## src/rtl/approx_prod_accum_if.sv

```systemverilog
// Handshake bundle for approx_prod_accum: product stream in, result out.
// slave = accumulator side, master = producer/sink side.
interface approx_prod_accum_if #(
  parameter int PROD_W = 16,
  parameter int ACC_W  = 24,
  parameter int CNT_W  = 9
);
  logic              in_valid;
  logic              in_ready;
  logic [PROD_W-1:0] in_prod;
  logic              in_last;
  logic              out_valid;
  logic              out_ready;
  logic [ACC_W-1:0]  out_sum;
  logic [CNT_W-1:0]  out_count;
  logic              out_ovf;

  modport slave (
    input  in_valid,
    input  in_prod,
    input  in_last,
    input  out_ready,
    output in_ready,
    output out_valid,
    output out_sum,
    output out_count,
    output out_ovf
  );

  modport master (
    output in_valid,
    output in_prod,
    output in_last,
    output out_ready,
    input  in_ready,
    input  out_valid,
    input  out_sum,
    input  out_count,
    input  out_ovf
  );
endinterface

```

## src/rtl/approx_prod_accum.sv

```systemverilog
// Sums a stream of multiplier products into one dot-product result.
// Ports: clk, rst_n (async low), clear (sync abort), bus (slave):
//   in_valid/in_ready/in_prod/in_last, out_valid/out_ready/
//   out_sum/out_count/out_ovf. Macro ACCUM_SAT_EN: saturate on carry.
module approx_prod_accum #(
  parameter int PROD_W    = 16,
  parameter int ACC_W     = 24,
  parameter int MAX_TERMS = 256,
  localparam int CNT_W    = $clog2(MAX_TERMS + 1)
) (
  input  logic                clk,
  input  logic                rst_n,
  input  logic                clear,
  approx_prod_accum_if.slave  bus
);

  typedef enum logic [1:0] {
    IDLE  = 2'd0,
    ACCUM = 2'd1,
    HOLD  = 2'd2
  } state_e;

  localparam logic [CNT_W-1:0] MAX_CNT = CNT_W'(MAX_TERMS);
  localparam logic [CNT_W-1:0] ONE_CNT = CNT_W'(1);

  state_e           state_q, state_d;
  logic [ACC_W-1:0] acc_q, acc_d;
  logic [CNT_W-1:0] cnt_q, cnt_d;
  logic             ovf_q, ovf_d;

  logic             accept;
  logic [ACC_W:0]   sum_w;
  logic [CNT_W-1:0] cnt_inc;
  logic             full_w;

  assign bus.in_ready = (state_q != HOLD);
  assign accept       = bus.in_valid & bus.in_ready;

  // One extra bit keeps the carry-out for overflow detection.
  assign sum_w   = {1'b0, acc_q} + (ACC_W+1)'(bus.in_prod);
  assign cnt_inc = cnt_q + ONE_CNT;
  assign full_w  = (cnt_inc == MAX_CNT);

  always_comb begin
    state_d = state_q;
    acc_d   = acc_q;
    cnt_d   = cnt_q;
    ovf_d   = ovf_q;
    if (clear) begin
      state_d = IDLE;
      acc_d   = '0;
      cnt_d   = '0;
      ovf_d   = 1'b0;
    end else begin
      unique case (state_q)
        IDLE: begin
          if (accept) begin
            acc_d = ACC_W'(bus.in_prod);
            cnt_d = ONE_CNT;
            ovf_d = 1'b0;
            if (bus.in_last || (MAX_TERMS == 1))
              state_d = HOLD;
            else
              state_d = ACCUM;
          end
        end
        ACCUM: begin
          if (accept) begin
`ifdef ACCUM_SAT_EN
            // Once saturated, acc stays at max: any add carries again.
            acc_d = sum_w[ACC_W] ? '1 : sum_w[ACC_W-1:0];
`else
            acc_d = sum_w[ACC_W-1:0];
`endif
            cnt_d = cnt_inc;
            ovf_d = ovf_q | sum_w[ACC_W];
            if (bus.in_last || full_w)
              state_d = HOLD;
          end
        end
        HOLD: begin
          if (bus.out_ready)
            state_d = IDLE;
        end
        default: state_d = IDLE;
      endcase
    end
  end

  always_ff @(posedge clk or negedge rst_n) begin
    if (!rst_n) begin
      state_q <= IDLE;
      acc_q   <= '0;
      cnt_q   <= '0;
      ovf_q   <= 1'b0;
    end else begin
      state_q <= state_d;
      acc_q   <= acc_d;
      cnt_q   <= cnt_d;
      ovf_q   <= ovf_d;
    end
  end

  assign bus.out_valid = (state_q == HOLD);
  assign bus.out_sum   = acc_q;
  assign bus.out_count = cnt_q;
  assign bus.out_ovf   = ovf_q;

endmodule

```

## src/flat_wrapper.sv

```systemverilog
// flat-port wrapper written by rule: the top's interface ports become plain ports
module approx_prod_accum_flat 
#(
  parameter int PROD_W    = 16,
  parameter int ACC_W     = 24,
  parameter int MAX_TERMS = 256,
  localparam int CNT_W    = $clog2(MAX_TERMS + 1)
)
  (clk, rst_n, clear, bus_in_valid, bus_in_prod, bus_in_last, bus_out_ready, bus_in_ready, bus_out_valid, bus_out_sum, bus_out_count, bus_out_ovf);
  approx_prod_accum_if #(.PROD_W(PROD_W), .ACC_W(ACC_W), .CNT_W(($clog2(MAX_TERMS + 1)))) bus_i ();
  input  logic clk;
  input  logic rst_n;
  input  logic clear;
  input wire logic [$bits(bus_i.in_valid)-1:0] bus_in_valid;
  input wire logic [$bits(bus_i.in_prod)-1:0] bus_in_prod;
  input wire logic [$bits(bus_i.in_last)-1:0] bus_in_last;
  input wire logic [$bits(bus_i.out_ready)-1:0] bus_out_ready;
  output wire logic [$bits(bus_i.in_ready)-1:0] bus_in_ready;
  output wire logic [$bits(bus_i.out_valid)-1:0] bus_out_valid;
  output wire logic [$bits(bus_i.out_sum)-1:0] bus_out_sum;
  output wire logic [$bits(bus_i.out_count)-1:0] bus_out_count;
  output wire logic [$bits(bus_i.out_ovf)-1:0] bus_out_ovf;
  assign bus_i.in_valid = bus_in_valid;
  assign bus_i.in_prod = bus_in_prod;
  assign bus_i.in_last = bus_in_last;
  assign bus_i.out_ready = bus_out_ready;
  assign bus_in_ready = bus_i.in_ready;
  assign bus_out_valid = bus_i.out_valid;
  assign bus_out_sum = bus_i.out_sum;
  assign bus_out_count = bus_i.out_count;
  assign bus_out_ovf = bus_i.out_ovf;
  approx_prod_accum #(.PROD_W(PROD_W), .ACC_W(ACC_W), .MAX_TERMS(MAX_TERMS)) u_core (.clk(clk), .rst_n(rst_n), .clear(clear), .bus(bus_i));
endmodule
```

## config.mk

```make
export PLATFORM = sky130hd
export DESIGN_NAME = approx_prod_accum_flat
export DESIGN_NICKNAME = d
export VERILOG_FILES = /design/src/rtl/approx_prod_accum_if.sv /design/src/rtl/approx_prod_accum.sv /design/src/flat_wrapper.sv
export SDC_FILE = /design/constraint.sdc
export NUM_CORES = 1
export LEC_CHECK = 0
export BUFFER_PORTS_ARGS = -buffer_cell sky130_fd_sc_hd__buf_2
export CAP_MARGIN = 20
export CORE_ASPECT_RATIO = 0.9
export CORE_MARGIN = 2
export CORE_UTILIZATION = 58
export DETAILED_ROUTE_END_ITERATION = 7
export GPL_TIMING_DRIVEN = 0
export PLACE_DENSITY = 0.85
export SLEW_MARGIN = 10
export SYNTH_ARGS = -nofsm -noshare
export SYNTH_HDL_FRONTEND = slang
export SYNTH_SLANG_ARGS = --single-unit
```

## constraint.sdc

```tcl
create_clock -name clk -period 5.68 [get_ports clk]
set_clock_uncertainty 0.15 [all_clocks]
set_input_delay 0.568 -clock clk [delete_from_list [all_inputs] [get_ports clk]]
set_output_delay 0.568 -clock clk [all_outputs]
set_load 0.01 [all_outputs]
```

Word-level counts from Yosys, hierarchy flattened
Cells that the tools add are included.
W data, S select, Z words.
- flip-flop bits (word level): 36
- bits of input ports: 22
- output and inout port bits: 36
- add/sub/neg operators: 2
- equality and inequality tests: 8
- muxes and demuxes: 19
- bitwise operators: 2
- reductions and logical operators: 5
- operator list (operator ; count):
    $mux W24 ; 3
    $pmux W24 S2 ; 1
    $mux W9 ; 3
    $add A24 B16 Y25 ; 1
    $pmux W9 S2 ; 1
    $mux W2 ; 6
    $add A9 B1 Y9 const B ; 1
    $eq A9 B9 Y1 const B ; 1
    $ne A3 B2 Y1 const B ; 3
    $pmux W2 S3 ; 1
    $reduce_and A4 Y1 ; 1
    $mux W1 ; 3
    $ne A3 B3 Y1 const B ; 1
    $reduce_and A3 Y1 ; 1
    $reduce_bool A3 Y1 ; 1
    $eq A2 B1 Y1 const B ; 1
    $eq A2 B2 Y1 const B ; 1
    $logic_not A2 Y1 ; 1
    $ne A2 B2 Y1 const B ; 1
    $pmux W1 S2 ; 1
    $and A1 B1 Y1 ; 1
    $logic_or A1 B1 Y1 ; 1
    $or A1 B1 Y1 ; 1

Depth between registers and ports, before layout
Gate-level depths: netlist (run 1).
- depth in word-level cells: 7
- gate-level depth with buffers: 10
- gate-level depth less buffers: 10

Worst setup path before layout (run 1)
No wires, ideal clock.
- path kind: input -> register
- start point: in bus_in_prod[0]
- end point: reg u_core.acc_q[18] (netlist: u_core.bus.out_sum[18])
- data arrival time: 2326 ps
- required time: 5402 ps
- path slack: 3076 ps
- stages: 10
- buffers on the path: 0
- path through: ha_1 inv_1 fa_1 nand2b_1 a21oi_1 o2111ai_1 a32oi_1 a31oi_1 o21ai_0 o31ai_1
- cells in the longest elaborated chain, start to end: 4
- RTL lines (element ; line ; text):
    from (decl) ; flat_wrapper.sv:15 ; input wire logic [$bits(bus_i.in_prod)-1:0] bus_in_prod;
    $add A24 B16 Y25 ; approx_prod_accum.sv:40 ; assign sum_w = {1'b0, acc_q} + (ACC_W+1)'(bus.in_prod);
    $mux W24 ; approx_prod_accum.sv:68 ; if (accept) begin
    $pmux W24 S2 ; approx_prod_accum.sv:55 ; unique case (state_q)
    $mux W24 ; approx_prod_accum.sv:49 ; if (clear) begin
    to (signal assigned) ; approx_prod_accum.sv:93 ; acc_q <= '0;
    to (signal assigned) ; approx_prod_accum.sv:98 ; acc_q <= acc_d;
    to (decl) ; approx_prod_accum.sv:27 ; logic [ACC_W-1:0] acc_q, acc_d;
Every way passes these cells. The select of a mux whose other input is x is not followed.
A chain may end at the register's enable or synchronous reset.

Worst setup path after layout (run 1)
- start point: reg u_core.acc_q[0] (netlist: u_core.bus.out_sum[0])
- end point: reg u_core.acc_q[20] (netlist: u_core.bus.out_sum[20])
- cells in the longest elaborated chain, start to end: 4
- RTL lines (element ; line):
    $add A24 B16 Y25 ; approx_prod_accum.sv:40
    $mux W24 ; approx_prod_accum.sv:68
    $pmux W24 S2 ; approx_prod_accum.sv:55
    $mux W24 ; approx_prod_accum.sv:49
Every way passes these cells. The select of a mux whose other input is x is not followed.

==> results.cfg, run 1 <==
[status]
outcome = finished clean

[placed_design]
gp_congestion = 0.896
place_hpwl_um = 4570
dp.cells = 406
pre_cts_slack_ps = 2590
portBuffers = 56

[route]
drt-initial-drc-count = 176
highest_layer = met4
wl_met2_um = 2750
dr.pass1.iters = 4
wl_met3_um = 409
routed_wl_um = 6200
ant_nets = 0
wl_per_cell_um = 15.0
vias_per_cell = 6.15
vias = 2546
wl_met1_um = 2950
route.detailed.drc = 0

[worst_setup_path]
worstPathRequired_ps = 5690
critPathMaxFanout = 6
endpoint_kind = flop
startpoint_type = flop
critPathMaxStageDelay_ps = 570
path_class = reg2reg
cp_slowest_cell = a32oi_1
cp_top_family = compound AO/OA/AOI/OAI gates
path_buf_inv = 1
timing.critical_path.arrival_ps = 2860
crit_chain = ha_1 -> inv_1 -> fa_1 -> nand2b_1 -> a21oi_1 -> o2111ai_1 -> a32oi_1 -> nand3_1 -> xor2_1 -> nor2_1

[yosys]
synth.distinct_cells = 42
syn-num-nets = 342
yosys_warnings = 0
ys_seq_elements = 36
ys_seq_area_frac = 0.357
synth_top_area_share = 0.357
synth_area_mm2 = 0.00252
synthArstFlopShare = 1.00
synth_top_area_cell = dfrtp_1
synth-edff-count = 0
synth_area_leaders = dfrtp_1, ha_1, o21ai_0
avgSynthCellArea_um2 = 8.35
netlist_instances = 302
synth-main-ff-cell = dfrtp_1

[sta]
hold_violations = 0
worst_slew_margin_rel = 0.454
fmax_mhz = 351
final-setup-viol-count = 0
final.setup.tns_ps = 0
setup_slack_ps = 2830
worst_pin_slew_ps = 819
slew_violations = 0
post-route-period-util = 0.501
rsz0062_at_grt = no
period_needed_ps = 2850

[clock_tree]
tritoncts = yes
cts_resized = 0
insertion_delay_ps = 300
clock-sinks = 36
clock_path_buffers = 2
cts_buffers = 5
htreeDepth = 2
postCtsHoldBufs = 0
clockRootBuffer = clkbuf_8
cts_setup_buffers = 0
cts.clk_slew.worst_paths_ps = 80

[cells_and_area]
area_growth_pct = 17.9
drive_gt1_frac = 0.180
fin_cells = 414
diodes = 0
mostFrequentLayoutCell = buf_2
mostFrequentLayoutCells = buf_2, dfrtp_1, o21ai_0
final_core_util = 0.720
num-nets-final = 405

[global_route]
grt_pass1_wl_um = 10500
grtUsageTotal = 0.272
grt_max_degree = 37
antenna_found_initial = 0
overflow = 0
grt_pass1_vias = 2340

[pwr]
powerDensity_mw_per_mm2 = 235
ir_drop_mv = 0.210
power.leakage_nw = 1.47

[floorplanning]
die_w_um = 73.5
io_pins = 58
core_mm2 = 0.00413
start_util = 0.611
die_height_um = 66.5
rows = 22
dieArea_mm2 = 0.00489

[run]
maxCapViolCount = 0

[hold_path]
min_path_type = in2async
cell usage after synthesis, drive strengths merged (2+ instances only):
cell,count
a21oi,27
dfrtp,36
o21ai,35
a22oi,8
inv,9
nor3,3
o31ai,6
clkbuf,12
or3,2
a31oi,3
nand4b,2
o21bai,2
nand2b,5
a21o,7
and2,2
ha,17
mux2i,2
xor2,11
nand2,25
xnor2,5
or4,2
nor2,30
and3,9
a311oi,2
nor2b,4
nand3,20
routing by layer:
layer | GRT usage | vias up
met4 | 0.0705 | 0
met2 | 0.438 | 98
met5 | 0 | -
li1 | - | 1224
met1 | 0.376 | 1211
met3 | 0.0484 | 13
worst paths after layout:
path	slack (ps)	cells past startpoint	endpoint	from
max	2830	10	u_core.bus.out_sum[20]	u_core.bus.out_sum[0]
min	210	1	u_core.bus.out_sum[1]	rst_n
max reg2reg	2830	10	u_core.bus.out_sum[20]	u_core.bus.out_sum[0]
min reg2reg	360	2	u_core.bus.out_ovf	u_core.bus.out_ovf
max in group asynchronous	4650	1	u_core.bus.out_sum[13]	rst_n
min in group clk	360	2	u_core.bus.out_ovf	u_core.bus.out_ovf
report_power, final:
part	total, mW	internal [mW]	switching (mW)
clock network	0.232	0.130	0.102
registers	0.280	0.269	0.0116
logic	0.186	0.0728	0.113
registers in the layout, summed over array words and instances (netlist names):
| register | cells |
|---|---|
| u_core.bus.out_sum | 24 |
| u_core.bus.out_count | 9 |
| u_core.state_q | 2 |
| u_core.bus.out_ovf | 1 |
cell type report:
| type | count | area (µm²) |
|---|---|---|
| plain buffers | 13 | 56.3 |
| clock buffers | 5 | 68.8 |
| clock inverters | 3 | 42.5 |
| fillers | 331 | 1160 |
| inverters | 9 | 33.8 |
| multi-input cells | 244 | 1530 |
| flip-flops and latches | 36 | 901 |
| well taps | 48 | 60.1 |
| repair buffers | 56 | 280 |
kinds of logic (layout without fill, tap and decap cells):
logic type                 after synthesis  in the layout  synth area share
AOI/OAI and AO/OA                      102            102             0.250
xor gates and xnor gates                16             16            0.0556
adders and majority gates               18             18            0.0923
and+or+nand+nor                        106            106             0.201
DFF                                     36             36             0.357
muxes                                    2              2           0.00794
buffers and inverters                   22             86            0.0357
through the flow:
stage / hold WS, ps / power, mW / area (µm²)
after detailed placement: 336 / 0.468 / 2860
final: 208 / 0.698 / 2970
after global placement: 327 / 0.463 / 2860
after CTS: 236 / 0.698 / 2970
after global routing: 273 / 0.737 / 2970
after floorplan: 122 / 0.412 / 2520
(Power assumes the default switching activity.)
==> run 2: changes to the inputs <==
--- a/config.mk
+++ b/config.mk
@@ -9,10 +9,10 @@
 export CAP_MARGIN = 20
 export CORE_ASPECT_RATIO = 0.9
 export CORE_MARGIN = 2
-export CORE_UTILIZATION = 58
+export CORE_UTILIZATION = 54
 export DETAILED_ROUTE_END_ITERATION = 7
 export GPL_TIMING_DRIVEN = 0
-export PLACE_DENSITY = 0.85
+export PLACE_DENSITY = 0.8
 export SLEW_MARGIN = 10
 export SYNTH_ARGS = -nofsm -noshare
 export SYNTH_HDL_FRONTEND = slang
==> constraint.sdc (replaced) <==
create_clock -name clk -period 2.95 [get_ports clk]
set_clock_uncertainty 0.15 [all_clocks]
set_input_delay 0.295 -clock clk [delete_from_list [all_inputs] [get_ports clk]]
set_output_delay 0.295 -clock clk [all_outputs]
set_load 0.01 [all_outputs]
==> run 2 against run 1 <==
Routed wire length down 2.1%. Sequential share of layout area about the same. Non-clock buffer count up 1. Critical endpoint is now u_core.bus.out_sum[12].
==> results.cfg, run 2 (synthesis results as in run 1) <==
[sta]
post-route-period-util = 0.914
hold_violations = 0
final-setup-viol-count = 0
period_needed_ps = 2700
slew_violations = 0
setup_slack_ps = 254
rsz0062_at_grt = no
fmax_mhz = 371
final.setup.tns_ps = 0
worst_slew_margin_rel = 0.450
worst_pin_slew_ps = 825

[cells_and_area]
area_growth_pct = 18.0
mostFrequentLayoutCell = buf_2
mostFrequentLayoutCells = buf_2, dfrtp_1, o21ai_0
diodes = 0
num-nets-final = 406
nFillCells = 387
drive_gt1_frac = 0.178
largest_register_ffs = 24

[worst_setup_path]
cp_slowest_cell = o21ai_0
timing.critical_path.arrival_ps = 2750
r2r-start = u_core.bus.out_sum[0]
crit_chain = ha_1 -> inv_1 -> fa_1 -> nand2b_1 -> a21oi_1 -> nor2_1 -> o21ai_0 -> a311oi_1 -> xor2_1 -> o21ai_0
worstPathRequired_ps = 3010
endpoint_kind = flop
path_class = reg2reg
setup.worst_path.start = u_core.bus.out_sum[0]
crit_cells = 10
startpoint_type = flop
worst_r2r_path_depth = 10
cp_top_family = compound AO/OA/AOI/OAI gates
critPathMaxFanout = 3
path_buf_inv = 1
crit_path_frequent_cell = o21ai_0
critPathMaxStageDelay_ps = 480

[clock_tree]
tritoncts = yes
insertion_delay_ps = 290
htreeDepth = 2
cts.clk_slew.worst_paths_ps = 80
clock-sinks = 36
cts_buffers = 5
clock_path_buffers = 2
clockRootBuffer = clkbuf_8

[global_route]
antenna_found_initial = 0
grt_pass1_vias = 2228
grt_pass1_wl_um = 10200
overflow = 0
grtUsageTotal = 0.244
grt_max_degree = 37

[route]
vias = 2455
dr.pass1.iters = 4
routed_wl_um = 6070
drt-initial-drc-count = 185
vias_per_cell = 5.74
wl_per_cell_um = 14.2
ant_nets = 0
route.detailed.drc = 0

[pwr]
clockPowerShare = 0.273
power.leakage_nw = 1.46
seq_power_share = 0.437
comb_power_share = 0.290
p_int_uw = 820
powerDensity_mw_per_mm2 = 415
finalPower_mw = 1.24
switching_share = 0.337
ir_drop_mv = 0.261
p_sw_uw = 416

[floorplanning]
rows = 23
start_util = 0.565
dieArea_mm2 = 0.00523
core_mm2 = 0.00446
die_w_um = 76.0
die_height_um = 68.8
io_pins = 58

[run]
maxCapViolCount = 0

[placed_design]
portBuffers = 56
pre_cts_slack_ps = 147
place_hpwl_um = 4450
gp_congestion = 0.894

[hold_path]
min-delay-start = clear
hold_depth = 2
min_path_type = in2reg

[status]
outcome = finished clean
==> run 2: changes by cell type in the layout (fill, tap and decap cells not counted), sizes merged <==
cell	delta
bufinv	-1
clkbuf	+1
clkinvlp	-1
dlygate4sd3	+1
==> run 2: per-stage QoR <==
step | instance area, µm² | hold WS [ps] | instances | utilization
detailed placement | 2880 | 294 | 420 | 0.645
CTS | 2970 | 84.8 | 428 | 0.665
global route | 2970 | 96.6 | 428 | 0.667
floorplan | 2520 | -151 | 302 | -
finish | 2970 | 89.6 | 428 | 0.667
global placement | 2880 | 281 | 420 | 0.645
==> run 2: power groups by stage <==
stage | clock [mW] | sequential (mW) | combinational [mW]
2_1_floorplan | 0 | 0.556 | 0.236
3_3_place_gp | 0 | 0.548 | 0.346
3_5_place_dp | 0 | 0.549 | 0.352
4_1_cts | 0.346 | 0.539 | 0.356
5_1_grt | 0.368 | 0.543 | 0.406
6_report | 0.337 | 0.540 | 0.359
==> run 2: final cells by class <==
class,instances,area [µm²],share of cell area
multi-input combinational,244,1540,0.517
clock buffer,6,72.6,0.0244
sequential,36,901,0.303
buffer,13,56.3,0.0189
clock inverter,1,5.00,0.00168
timing repair buffer,57,290,0.0976
tap,62,77.6,0.0261
inverter,9,33.8,0.0114
==> run 2: metal layers <==
| layer | vias to the layer above | part of all wire | GRT usage |
|---|---|---|---|
| met5 | - | 0 | 0 |
| met2 | 71 | 0.46 | 0.417 |
| met1 | 1146 | 0.48 | 0.329 |
| met4 | 0 | 0.010 | 0.0705 |
| li1 | 1231 | - | - |
| met3 | 7 | 0.049 | 0.0391 |
==> run 2: timing repair <==
action	4_1_cts	5_1_grt
endpoints found under the setup margin	0	4
hold buffers	1	0
resized for setup	0	1
hold endpoints to repair	36	0
setup buffers	0	0
==> run 2: final timing paths <==
kind                            slack (ps)                 endpoint
worst max-delay path                   250   u_core.bus.out_sum[12]
worst min-delay path                    90  u_core.bus.out_count[2]
worst max register to register         250   u_core.bus.out_sum[12]
worst min register to register         350       u_core.bus.out_ovf
max in group asynchronous             1630   u_core.bus.out_sum[17]
min in group asynchronous              490    u_core.bus.out_sum[4]
==> run 3: changes to the inputs <==
--- a/config.mk
+++ b/config.mk
@@ -12,7 +12,7 @@
 export CORE_UTILIZATION = 54
 export DETAILED_ROUTE_END_ITERATION = 7
 export GPL_TIMING_DRIVEN = 0
-export PLACE_DENSITY = 0.8
+export PLACE_DENSITY = 0.81
 export SLEW_MARGIN = 10
 export SYNTH_ARGS = -nofsm -noshare
 export SYNTH_HDL_FRONTEND = slang
==> run 3 against run 2 <==
Routed wire length rose by 0.71%. Register-to-register slack got worse by 80 ps. Worst setup slack got worse by 83 ps. Total power barely moved. First-iteration DRC count rose by 19%. Cell area did not move. Critical path depth did not move. Maximum frequency fell by 3.0%. Final cell count did not move. Global-route usage rose by 0.57 points. Sequential share of layout area did not move. Largest cell class unchanged. Highest routed layer unchanged.
==> results.cfg, run 3 (synthesis results as in run 1) <==
[status]
outcome = finished clean

[placed_design]
gp_congestion = 0.885
place_area_mm2 = 0.00288
dp.cells = 420
portBuffers = 56
place_hpwl_um = 4610
pre_cts_slack_ps = 64.6

[floorplanning]
rows = 23
core_mm2 = 0.00446
dieArea_mm2 = 0.00523
start_util = 0.565
die_height_um = 68.8
io_pins = 58
die_w_um = 76.0

[cells_and_area]
mostFrequentLayoutCells = buf_2, dfrtp_1, o21ai_0
diodes = 0
num-nets-final = 406
fin_cells = 428
mostFrequentLayoutCell = buf_2
final_area_mm2 = 0.00297
area_growth_pct = 18.0
largest_register_ffs = 24
nFillCells = 380
drive_gt1_frac = 0.178
final_core_util = 0.667

[worst_setup_path]
crit_chain = ha_1 -> inv_1 -> fa_1 -> nand2b_1 -> a21oi_1 -> o2111ai_1 -> a32oi_2 -> a31oi_1 -> o21ai_0 -> o31ai_1
startpoint_type = flop
timing.critical_path.arrival_ps = 2800
endpoint_kind = flop
critPathMaxFanout = 6
critPathMaxStageDelay_ps = 450
cp_slowest_cell = a32oi_2
worst_r2r_path_depth = 10
path_class = reg2reg
worstPathRequired_ps = 2970

[clock_tree]
htreeDepth = 2
clock-sinks = 36
insertion_delay_ps = 290
tritoncts = yes
cts_buffers = 5
cts.clk_slew.worst_paths_ps = 70
clock_path_buffers = 2
cts_setup_buffers = 0
clockRootBuffer = clkbuf_8

[sta]
hold_violations = 0
whs_ps = 89.4
final.setup.tns_ps = 0
fmax_mhz = 360
post-route-period-util = 0.942
slew_violations = 0
final-setup-viol-count = 0
setup_slack_ps = 171
worst_slew_margin_rel = 0.457
rsz0062_at_grt = no
period_needed_ps = 2780
worst_pin_slew_ps = 815

[route]
dr.pass1.iters = 5
drt-initial-drc-count = 220
ant_nets = 0
vias = 2475
route.detailed.drc = 0
wl_per_cell_um = 14.3
routed_wl_um = 6110
vias_per_cell = 5.78

[global_route]
overflow = 0
antenna_found_initial = 0
grt_max_degree = 37
grtUsageTotal = 0.250
grt_pass1_wl_um = 10400
grt_pass1_vias = 2292

[hold_path]
hold_depth = 2
min_path_type = in2reg

[pwr]
ir_drop_mv = 0.230
power.leakage_nw = 1.46
finalPower_mw = 1.24
powerDensity_mw_per_mm2 = 415

[run]
maxCapViolCount = 0
run 3: cell counts in the layout (fill, tap and decap cells not counted):
No cell type changed its count.
run 3: path summary, 6_finish.rpt:
path,endpoint,start,slack (ps)
worst max-delay path,u_core.bus.out_sum[18],u_core.bus.out_sum[0],170
worst min-delay path,u_core.bus.out_count[1],clear,90
worst max register to register,u_core.bus.out_sum[18],u_core.bus.out_sum[0],170
worst min register to register,u_core.bus.out_ovf,u_core.bus.out_ovf,350
max in group asynchronous,u_core.bus.out_count[5],rst_n,1660
min in group asynchronous,u_core.bus.out_sum[1],rst_n,480
run 3: cell type report:
type                            count  area (µm²)  area share
Multi-Input combinational cell    244        1540       0.517
Sequential cell                    36         901       0.303
Timing Repair Buffer               57         290      0.0976
Tap cell                           62        77.6      0.0261
Clock buffer                        6        72.6      0.0244
Buffer                             13        56.3      0.0189
Inverter                            9        33.8      0.0114
Clock inverter                      1        5.00     0.00168
run 3: routing by layer:
metal	global-route usage	share of wire	vias up
li1	-	-	1225
met1	0.338	0.47	1164
met2	0.419	0.46	78
met3	0.0417	0.055	8
met4	0.0841	0.014	0
met5	0	0	-
run 3: worst max-delay path: cells and delay by family (launching register included):
family	cells	cell delay (ps)
flops	1	370
simple gates	1	190
fa+ha+maj	2	570
compound gates	6	1310
buf+inv	1	60
run 3: what timing repair did:
action	in CTS	in global routing
gates resized for setup	0	1
hold endpoints to repair	36	0
endpoints found under the setup margin	0	4
hold buffers	1	0
run 3: power breakdown:
group / leakage (nW) / total (mW) / switching (mW) / internal [mW]
combinational: 0.925 / 0.359 / 0.217 / 0.142
sequential: 0.491 / 0.539 / 0.0214 / 0.518
clock: 0.0410 / 0.337 / 0.177 / 0.161
